### src/rtl/rps_match_scoreboard_if.sv
// Round-FSM observation inputs and scoreboard outputs for the rock-paper-scissors match scoreboard.
interface rps_match_scoreboard_if #(
  parameter int unsigned CNT_W = 4
);
  logic [2:0]       game_state;
  logic [1:0]       round_winner;
  logic             new_match;
  logic [CNT_W-1:0] p1_score;
  logic [CNT_W-1:0] p2_score;
  logic [CNT_W-1:0] tie_count;
  logic [CNT_W-1:0] invalid_count;
  logic [CNT_W-1:0] round_count;
  logic             match_over;
  logic             match_done;
  logic [1:0]       match_winner;

  modport master (
    output game_state, round_winner, new_match,
    input  p1_score, p2_score, tie_count, invalid_count, round_count,
           match_over, match_done, match_winner
  );

  modport slave (
    input  game_state, round_winner, new_match,
    output p1_score, p2_score, tie_count, invalid_count, round_count,
           match_over, match_done, match_winner
  );
endinterface

### src/rtl/rps_match_scoreboard.sv
// Match scoreboard: counts completed rounds from the round FSM and declares a
// first-to-N winner, or a draw once the round cap is reached.
module rps_match_scoreboard #(
  parameter int unsigned WINS_TO_TAKE = 3,
  parameter int unsigned MAX_ROUNDS   = 9,
  parameter int unsigned CNT_W        = 4
) (
  input  logic                   clk,
  input  logic                   reset,
  rps_match_scoreboard_if.slave  bus
);

  localparam logic [2:0]       GS_RESULT = 3'b010;
  localparam logic [CNT_W-1:0] WINS      = CNT_W'(WINS_TO_TAKE);
  localparam logic [CNT_W-1:0] MAXR      = CNT_W'(MAX_ROUNDS);
  localparam logic [CNT_W-1:0] ONE       = CNT_W'(1);

  typedef enum logic [0:0] {PLAY, DONE} state_t;

  state_t           state, next_state;
  logic [2:0]       prev_state;
  logic [CNT_W-1:0] p1, p2, ties, inv, rc;
  logic [CNT_W-1:0] p1_n, p2_n, ties_n, inv_n, rc_n;
  logic [1:0]       winner, winner_n;
  logic             done, done_n;
  logic             round_event_c;

  // One event per RESULT entry, regardless of how long RESULT is held.
  assign round_event_c = (bus.game_state == GS_RESULT) && (prev_state != GS_RESULT);

  always_ff @(posedge clk or posedge reset) begin
    if (reset) begin
      state      <= PLAY;
      prev_state <= 3'b000;
      p1         <= '0;
      p2         <= '0;
      ties       <= '0;
      inv        <= '0;
      rc         <= '0;
      winner     <= 2'b00;
      done       <= 1'b0;
    end else begin
      state      <= next_state;
      prev_state <= bus.game_state;
      p1         <= p1_n;
      p2         <= p2_n;
      ties       <= ties_n;
      inv        <= inv_n;
      rc         <= rc_n;
      winner     <= winner_n;
      done       <= done_n;
    end
  end

  always_comb begin
    next_state = state;
    p1_n       = p1;
    p2_n       = p2;
    ties_n     = ties;
    inv_n      = inv;
    rc_n       = rc;
    winner_n   = winner;
    done_n     = 1'b0;
    if (bus.new_match) begin
      // A coincident round event is intentionally dropped here.
      next_state = PLAY;
      p1_n       = '0;
      p2_n       = '0;
      ties_n     = '0;
      inv_n      = '0;
      rc_n       = '0;
      winner_n   = 2'b00;
    end else if (state == PLAY && round_event_c) begin
      case (bus.round_winner)
        2'b01:   begin p1_n   = p1 + ONE;   rc_n = rc + ONE; end
        2'b10:   begin p2_n   = p2 + ONE;   rc_n = rc + ONE; end
        2'b00:   begin ties_n = ties + ONE; rc_n = rc + ONE; end
        default: if (inv != '1) inv_n = inv + ONE;
      endcase
      // A win on the final allowed round takes priority over the draw.
      if (p1_n == WINS) begin
        next_state = DONE;
        winner_n   = 2'b01;
        done_n     = 1'b1;
      end else if (p2_n == WINS) begin
        next_state = DONE;
        winner_n   = 2'b10;
        done_n     = 1'b1;
      end else if (rc_n == MAXR) begin
        next_state = DONE;
        winner_n   = 2'b11;
        done_n     = 1'b1;
      end
    end
  end

  assign bus.p1_score      = p1;
  assign bus.p2_score      = p2;
  assign bus.tie_count     = ties;
  assign bus.invalid_count = inv;
  assign bus.round_count   = rc;
  assign bus.match_over    = (state == DONE);
  assign bus.match_done    = done;
  assign bus.match_winner  = winner;

endmodule

### src/flat_wrapper.sv
// flat-port wrapper written by rule: the top's interface ports become plain ports
module rps_match_scoreboard_flat 
#(
  parameter int unsigned WINS_TO_TAKE = 3,
  parameter int unsigned MAX_ROUNDS   = 9,
  parameter int unsigned CNT_W        = 4
)
  (clk, reset, bus_game_state, bus_round_winner, bus_new_match, bus_p1_score, bus_p2_score, bus_tie_count, bus_invalid_count, bus_round_count, bus_match_over, bus_match_done, bus_match_winner);
  rps_match_scoreboard_if #(.CNT_W(CNT_W)) bus_i ();
  input  logic clk;
  input  logic reset;
  input wire logic [$bits(bus_i.game_state)-1:0] bus_game_state;
  input wire logic [$bits(bus_i.round_winner)-1:0] bus_round_winner;
  input wire logic [$bits(bus_i.new_match)-1:0] bus_new_match;
  output wire logic [$bits(bus_i.p1_score)-1:0] bus_p1_score;
  output wire logic [$bits(bus_i.p2_score)-1:0] bus_p2_score;
  output wire logic [$bits(bus_i.tie_count)-1:0] bus_tie_count;
  output wire logic [$bits(bus_i.invalid_count)-1:0] bus_invalid_count;
  output wire logic [$bits(bus_i.round_count)-1:0] bus_round_count;
  output wire logic [$bits(bus_i.match_over)-1:0] bus_match_over;
  output wire logic [$bits(bus_i.match_done)-1:0] bus_match_done;
  output wire logic [$bits(bus_i.match_winner)-1:0] bus_match_winner;
  assign bus_i.game_state = bus_game_state;
  assign bus_i.round_winner = bus_round_winner;
  assign bus_i.new_match = bus_new_match;
  assign bus_p1_score = bus_i.p1_score;
  assign bus_p2_score = bus_i.p2_score;
  assign bus_tie_count = bus_i.tie_count;
  assign bus_invalid_count = bus_i.invalid_count;
  assign bus_round_count = bus_i.round_count;
  assign bus_match_over = bus_i.match_over;
  assign bus_match_done = bus_i.match_done;
  assign bus_match_winner = bus_i.match_winner;
  rps_match_scoreboard #(.WINS_TO_TAKE(WINS_TO_TAKE), .MAX_ROUNDS(MAX_ROUNDS), .CNT_W(CNT_W)) u_core (.clk(clk), .reset(reset), .bus(bus_i));
endmodule
### config.mk
export PLATFORM = sky130hd
export DESIGN_NAME = rps_match_scoreboard_flat
export DESIGN_NICKNAME = d
export VERILOG_FILES = /design/src/rtl/rps_match_scoreboard_if.sv /design/src/rtl/rps_match_scoreboard.sv /design/src/flat_wrapper.sv
export SDC_FILE = /design/constraint.sdc
export NUM_CORES = 1
export LEC_CHECK = 0
export ABC_AREA = 1
export BUFFER_PORTS_ARGS = -buffer_cell sky130_fd_sc_hd__buf_4
export CAP_MARGIN = 10
export CORE_MARGIN = 1.5
export CORE_UTILIZATION = 25
export CTS_BUF_LIST = sky130_fd_sc_hd__clkbuf_2 sky130_fd_sc_hd__clkbuf_4 sky130_fd_sc_hd__clkbuf_8
export CTS_CLUSTER_DIAMETER = 80
export DETAILED_ROUTE_END_ITERATION = 6
export PLACE_DENSITY = 0.54
export SLEW_MARGIN = 20
export SYNTH_ARGS = -nofsm -noshare
export SYNTH_HDL_FRONTEND = slang
export SYNTH_SLANG_ARGS = --single-unit
### constraint.sdc
create_clock -name clk -period 1.9 [get_ports clk]
set_clock_uncertainty 0.05 [all_clocks]
set_input_delay 0.19 -clock clk [delete_from_list [all_inputs] [get_ports clk]]
set_output_delay 0.19 -clock clk [all_outputs]
set_load 0.1 [all_outputs]
After elaboration in Yosys (flattened, before gate mapping)
Index checks and enable logic that the tools add are counted.
{"block": "word_totals", "in_bits": 8, "ff_bits": 27}
{"block": "op_classes", "muxes": 37, "addsub": 5, "n_bitwise": 1, "n_reduce_logical": 11, "n_eq_ne": 9}
{"operator": "4-bit two-way mux", "n": 22}
{"operator": "4-bit by 1-bit adder with 4-bit output (second input constant)", "n": 5}
{"operator": "1-bit two-way mux", "n": 10}
{"operator": "2-bit two-way mux", "n": 5}
{"operator": "4-bit by 2-bit == test with 1-bit output (second input constant)", "n": 2}
{"operator": "2-bit nonzero test", "n": 3}
{"operator": "4-bit == test (second input constant)", "n": 1}
{"operator": "4-bit != test (second input constant)", "n": 1}
{"operator": "2-bit AND reduction", "n": 2}
{"operator": "4-bit nonzero test", "n": 1}
{"operator": "3-bit by 2-bit == test with 1-bit output (second input constant)", "n": 1}
{"operator": "3-bit by 2-bit != test with 1-bit output (second input constant)", "n": 1}
{"operator": "3-bit AND reduction", "n": 1}
{"operator": "3-bit OR reduction", "n": 1}
{"operator": "2-bit by 1-bit == test with 1-bit output (second input constant)", "n": 1}
{"operator": "2-bit == test (second input constant)", "n": 1}
{"operator": "1-bit logical AND", "n": 2}
{"operator": "2-bit zero test", "n": 1}
{"operator": "2-bit by 1-bit != test with 1-bit output (second input constant)", "n": 1}
{"operator": "1-bit inverter", "n": 1}

Longest topological paths before layout
{"block": "logic_depth", "ltp_word": 11, "ltp_mapped": 11}

Worst setup path before layout
OpenSTA, ideal clock, no wires.
{"block": "synth_path", "path_type": "reg-to-reg", "from": "register u_core.p1[1], in the netlist u_core.bus.p1_score[1]", "to": "register u_core.winner[0], in the netlist u_core.bus.match_winner[0]", "required_time_ns": 1.783, "period_less_slack_ns": 2.048, "stages_incl_launch_ff": 9, "setup_slack_ns": -0.148, "setup_ns": 0.067, "n_path_buf": 0, "arrival_ns": 1.931, "path_cell_list": "dfrtp_1 -> ha_1 -> o21ai_1 -> nor2_1 -> nand3_2 -> nand2_1 -> o21bai_1 -> nand2_1 -> nand2_1"}
{"block": "synth_between", "elab_chain_len": 8, "word_cells_on_any_way": 10}
{"element": "start: declaration", "line_no": "rps_match_scoreboard.sv:22", "text": "logic [CNT_W-1:0] p1, p2, ties, inv, rc;"}
{"element": "start signal: assignment", "line_no": "rps_match_scoreboard.sv:45", "text": "p1 <= p1_n;"}
{"element": "4-bit by 1-bit adder with 4-bit output", "line_no": "rps_match_scoreboard.sv:75", "text": "2'b01: begin p1_n = p1 + ONE; rc_n = rc + ONE; end"}
{"element": "4-bit two-way mux (*)", "line_no": "rps_match_scoreboard.sv:74", "text": "case (bus.round_winner)"}
{"element": "4-bit two-way mux (*)", "line_no": "rps_match_scoreboard.sv:73", "text": "end else if (state == PLAY && round_event_c) begin"}
{"element": "4-bit two-way mux (*)", "line_no": "rps_match_scoreboard.sv:64", "text": "if (bus.new_match) begin"}
{"element": "4-bit by 2-bit == test with 1-bit output (*)", "line_no": "rps_match_scoreboard.sv:81", "text": "if (p1_n == WINS) begin"}
{"element": "2-bit two-way mux", "line_no": "rps_match_scoreboard.sv:81"}
{"element": "2-bit two-way mux", "line_no": "rps_match_scoreboard.sv:73"}
{"element": "2-bit two-way mux", "line_no": "rps_match_scoreboard.sv:64"}
{"element": "end signal: assignment", "line_no": "rps_match_scoreboard.sv:50", "text": "winner <= winner_n;"}
{"element": "end: declaration", "line_no": "rps_match_scoreboard.sv:24", "text": "logic [1:0] winner, winner_n;"}
Mark *: on every way between the ends. The rest lies on a longest branch, timed or not. The select of a mux whose other input is x is not followed.
A chain may end at the register's enable or synchronous reset.

Worst setup path in the final report
{"block": "layout_path", "from": "input bus_game_state[1]", "to": "register u_core.rc[3], in the netlist u_core.bus.round_count[3]"}
{"block": "layout_between", "elab_chain_len": 4}
{"element": "start: declaration", "line_no": "flat_wrapper.sv:12", "text": "input wire logic [$bits(bus_i.game_state)-1:0] bus_game_state;"}
{"element": "3-bit by 2-bit == test with 1-bit output", "line_no": "rps_match_scoreboard.sv:29", "text": "assign round_event_c = (bus.game_state == GS_RESULT) && (prev_state != GS_RESULT);"}
{"element": "1-bit logical AND", "line_no": "rps_match_scoreboard.sv:29"}
{"element": "1-bit logical AND", "line_no": "rps_match_scoreboard.sv:73"}
{"element": "2-bit nonzero test (no line)"}
{"element": "end signal: assignment", "line_no": "rps_match_scoreboard.sv:49", "text": "rc <= rc_n;"}
{"element": "end: declaration", "line_no": "rps_match_scoreboard.sv:22"}
Every way passes these cells.

==> out/metrics.cfg <==
[synth]
synth-simple-area-share = 0.276
synth_fp_nets = 193
synth_area_per_cell_um2 = 7.85
yosys.area_share.xor_xnor = 0.0186
ys.warnings.count = 0
post_synth_mux_area_share = 0
ys_top_cells_by_count = 46 x sky130_fd_sc_hd__nand2_1, 27 x sky130_fd_sc_hd__dfrtp_1, 27 x sky130_fd_sc_hd__inv_1
synth_enable_flop_cells = 0
netlist_top_cells_area = sky130_fd_sc_hd__dfrtp_1 48%, sky130_fd_sc_hd__nand2_1 12%, sky130_fd_sc_hd__inv_1 7.2%, sky130_fd_sc_hd__nand3_1 7.1%, sky130_fd_sc_hd__ha_1 4.4%
synth-adder-area-share = 0.0442
dominant_combinational_cell_family_by_area_after_synthesis = simple AND/OR/NAND/NOR gates
synthesis.instances = 180
ys_seq_area_frac = 0.478
synth_async_sr_flop_share = 1.00
synth.distinct_cells = 24
share_of_the_synthesized_area_in_compound_gates_ao_oa_aoi_oai = 0.0973
syn_area_um2 = 1410
synth_top_flop_cell = sky130_fd_sc_hd__dfrtp_1
synthDominantAreaCellType = sky130_fd_sc_hd__dfrtp_1
postSynthRegisterBits = 27
yosys.cell_count.top_type = sky130_fd_sc_hd__nand2_1
synth_top_cell_area_share = 0.478

[clock_tree]
htree_num_levels = 1
tritoncts_num_sinks = 27
worst_skew_pair.late_latency_ps = 270
clock_path_buffers = 2
post-cts-setup-buffer-count = 0
tritoncts_clock_tree = yes
clk_transition_reported_paths_ps = 90
cts.hold.buffers_added = 4
numCtsBuffers = 3
root_buffer = sky130_fd_sc_hd__clkbuf_8
post_cts.resized_instances = 0

[worst_setup_path]
setup.worst_path.class = input port to flop
logic_depth_of_the_worst_setup_path_including_buffers = 9
crit_chain = dlygate4sd3_1, buf_4, nand2_1, nor3_1, nand2_1, inv_1, nor2_1, inv_2, o21ai_0
worstPathRequired_ps = 2050
critPathArrivalTime_ps = 1850
cp_num_buf_inv = 4
cp_top_family = buffers and inverters
reg2reg_depth = 10
cpMostUsedCell = sky130_fd_sc_hd__nand2_1
cpMaxStageDelayCell = sky130_fd_sc_hd__dlygate4sd3_1
worst_setup_path_start_kind = input port
crit_path_max_fanout = 10
end_kind = flop
critical-path-max-stage-delay_ps = 530

[timing]
finalHoldViolCount = 0
max_freq_mhz = 588
fin_crit_ps = 1700
setup_repair_after_global_routing_missed_its_margin = false
setup_slack_ps = 198
setup-violations-final = 0
tightest_slew_ps = 387
number_of_max_slew_violations_in_the_final_report = 0
setup-tns-final_ps = 0
max_slew_margin = 0.739
layout_worst_path_cycle_share = 0.896

[floorplanning]
start_util = 0.258
placementRows = 27
floorplan.io_pins = 32
chipHeight_um = 78.2
die_w_um = 78.2
floorplan.die_area_um2 = 6120
core_area_um2 = 5470

[grt]
gr-total-overflow = 0
largest_net_degree_at_the_start_of_global_routing = 28
grt_first_pass_wirelength_um = 5530
track_usage = 0.114
via_count_of_the_first_global_routing_pass = 1224
antenna_found_initial = 0

[routing]
remaining_drc_errors = 0
final_antenna_net_count = 0
detail_route.vias_per_cell = 4.40
route.vias.total = 1279
first_iter_violations = 88
routed_wirelength_um = 3160
drtPass1Iterations = 4
wire_per_inst_um = 10.8

[flow_run]
drv.max_cap_violation_count = 0

[power]
power-per-cell-area_nw_per_um2 = 634
static_leakage_uw = 0.000921
vdd_ir_drop_max_mv = 0.256

[place]
place.port_buffers = 31
gp_congestion = 0.767
pre_cts_slack_ps = 353
post_dp_cell_area_um2 = 1750
placedCellCount = 283
dpl.hpwl_um = 2380

[finish]
finalNetCount = 233
post_route_cells_drive_above_1_share = 0.237
layoutNonFillerInstCount = 291
finalCoreUtilization = 0.336
post-route-cell-area_um2 = 1840
area_delta_synth_final_pct = 30.2
fillerInstances = 590
num_antenna_cells = 0
register_area_um2 = 687
multi_input_area_um2 = 617

[outcome]
outcome = completed

[worst_hold_path]
worstHoldPathType = input port to flop
whs_path_depth = 2

-- layout by cell type, fill, tap and decap left out --
cell                             n
sky130_fd_sc_hd__nand2_1        46
sky130_fd_sc_hd__buf_4          33
sky130_fd_sc_hd__inv_1          27
sky130_fd_sc_hd__nand3_1        20
sky130_fd_sc_hd__dfrtp_1        18
sky130_fd_sc_hd__nor2_1         13
sky130_fd_sc_hd__o22ai_1         9
sky130_fd_sc_hd__dfrtp_2         9
sky130_fd_sc_hd__o21ai_0         6
sky130_fd_sc_hd__ha_1            5
sky130_fd_sc_hd__nor3_1          4
sky130_fd_sc_hd__dlygate4sd3_1   4
sky130_fd_sc_hd__nand4_1         3
sky130_fd_sc_hd__inv_2           3
sky130_fd_sc_hd__o21ai_1         3
sky130_fd_sc_hd__clkbuf_8        3
sky130_fd_sc_hd__o21bai_1        2
sky130_fd_sc_hd__xnor2_1         2
sky130_fd_sc_hd__nand3b_1        1
sky130_fd_sc_hd__xor2_1          1
sky130_fd_sc_hd__nand2_2         1
sky130_fd_sc_hd__nand3_2         1
sky130_fd_sc_hd__nor2_2          1
sky130_fd_sc_hd__a22o_1          1
sky130_fd_sc_hd__a21o_1          1
sky130_fd_sc_hd__a21oi_1         1
sky130_fd_sc_hd__clkinv_2        1
-- layer usage --
| layer | vias up | track usage | part of all wire |
|---|---|---|---|
| met5 | - | 0 | 0 |
| met3 | 2 | 0.0233 | 0.056 |
| met4 | 0 | 0.0429 | 0.0079 |
| li1 | 664 | - | - |
| met2 | 35 | 0.186 | 0.46 |
| met1 | 578 | 0.148 | 0.47 |
-- worst register-to-register path: stages, from the launching register on --
cell and delay (ps):
sky130_fd_sc_hd__dfrtp_2 440, sky130_fd_sc_hd__ha_1 280, sky130_fd_sc_hd__inv_1 30, sky130_fd_sc_hd__nand2_1 50, sky130_fd_sc_hd__nand2_1 60, sky130_fd_sc_hd__nor2_1 150, sky130_fd_sc_hd__nand3_1 130, sky130_fd_sc_hd__nand2_1 80
sky130_fd_sc_hd__o21bai_1 80, sky130_fd_sc_hd__nand2_1 70, sky130_fd_sc_hd__nand2_1 40
-- registers in the layout, summed over array words and instances (netlist names) --
signal,flops
u_core.bus.round_count,4
u_core.bus.match_done,1
u_core.bus.match_winner,2
u_core.prev_state,3
u_core.bus.invalid_count,4
u_core.bus.p1_score,4
u_core.bus.p2_score,4
u_core.bus.match_over,1
u_core.bus.tie_count,4
-- stage by stage --
stage	total power [uW]	hold WS [ps]
3_3_place_gp	845	243
3_5_place_dp	846	240
6_report	1170	107
4_1_cts	1190	101
5_1_grt	1230	111
2_1_floorplan	785	171
-- power breakdown --
group	internal (uW)	switching [uW]	leakage [uW]
combinational	58.2	173	0.000544
sequential	591	15.4	0.000352
clock	147	182	0.0000255
total	797	370	0.000921
-- layout make-up --
| type | count | area share |
|---|---|---|
| timing repair buffer | 37 | 0.156 |
| clock inverter | 1 | 0.00272 |
| tap | 72 | 0.0489 |
| clock buffer | 3 | 0.0224 |
| sequential | 27 | 0.373 |
| multi-input combinational | 121 | 0.335 |
| inverter | 30 | 0.0612 |
-- cells by family after synthesis --
kind of cell             Yosys count
adder cells (fa/ha/maj)            5
flip-flops                        27
buffers and inverters             32
XOR/XNOR                           3
AND/OR/NAND/NOR                   90
AO/OA/AOI/OAI                     23
-- worst paths after layout --
| path | startpoint | slack [ps] | to |
|---|---|---|---|
| min in group asynchronous | reset | 480 | u_core.bus.match_done |
| worst min register to register | u_core.bus.match_winner[0] | 440 | u_core.bus.match_winner[0] |
| worst max register to register | u_core.bus.p2_score[0] | 330 | u_core.bus.match_winner[0] |
| worst min-delay path | bus_new_match | 110 | u_core.bus.invalid_count[3] |
| max in group asynchronous | reset | 1040 | u_core.bus.p2_score[1] |
| worst max-delay path | bus_game_state[1] | 200 | u_core.bus.round_count[3] |
No activity file was read; power rests on OpenSTA's default activity.
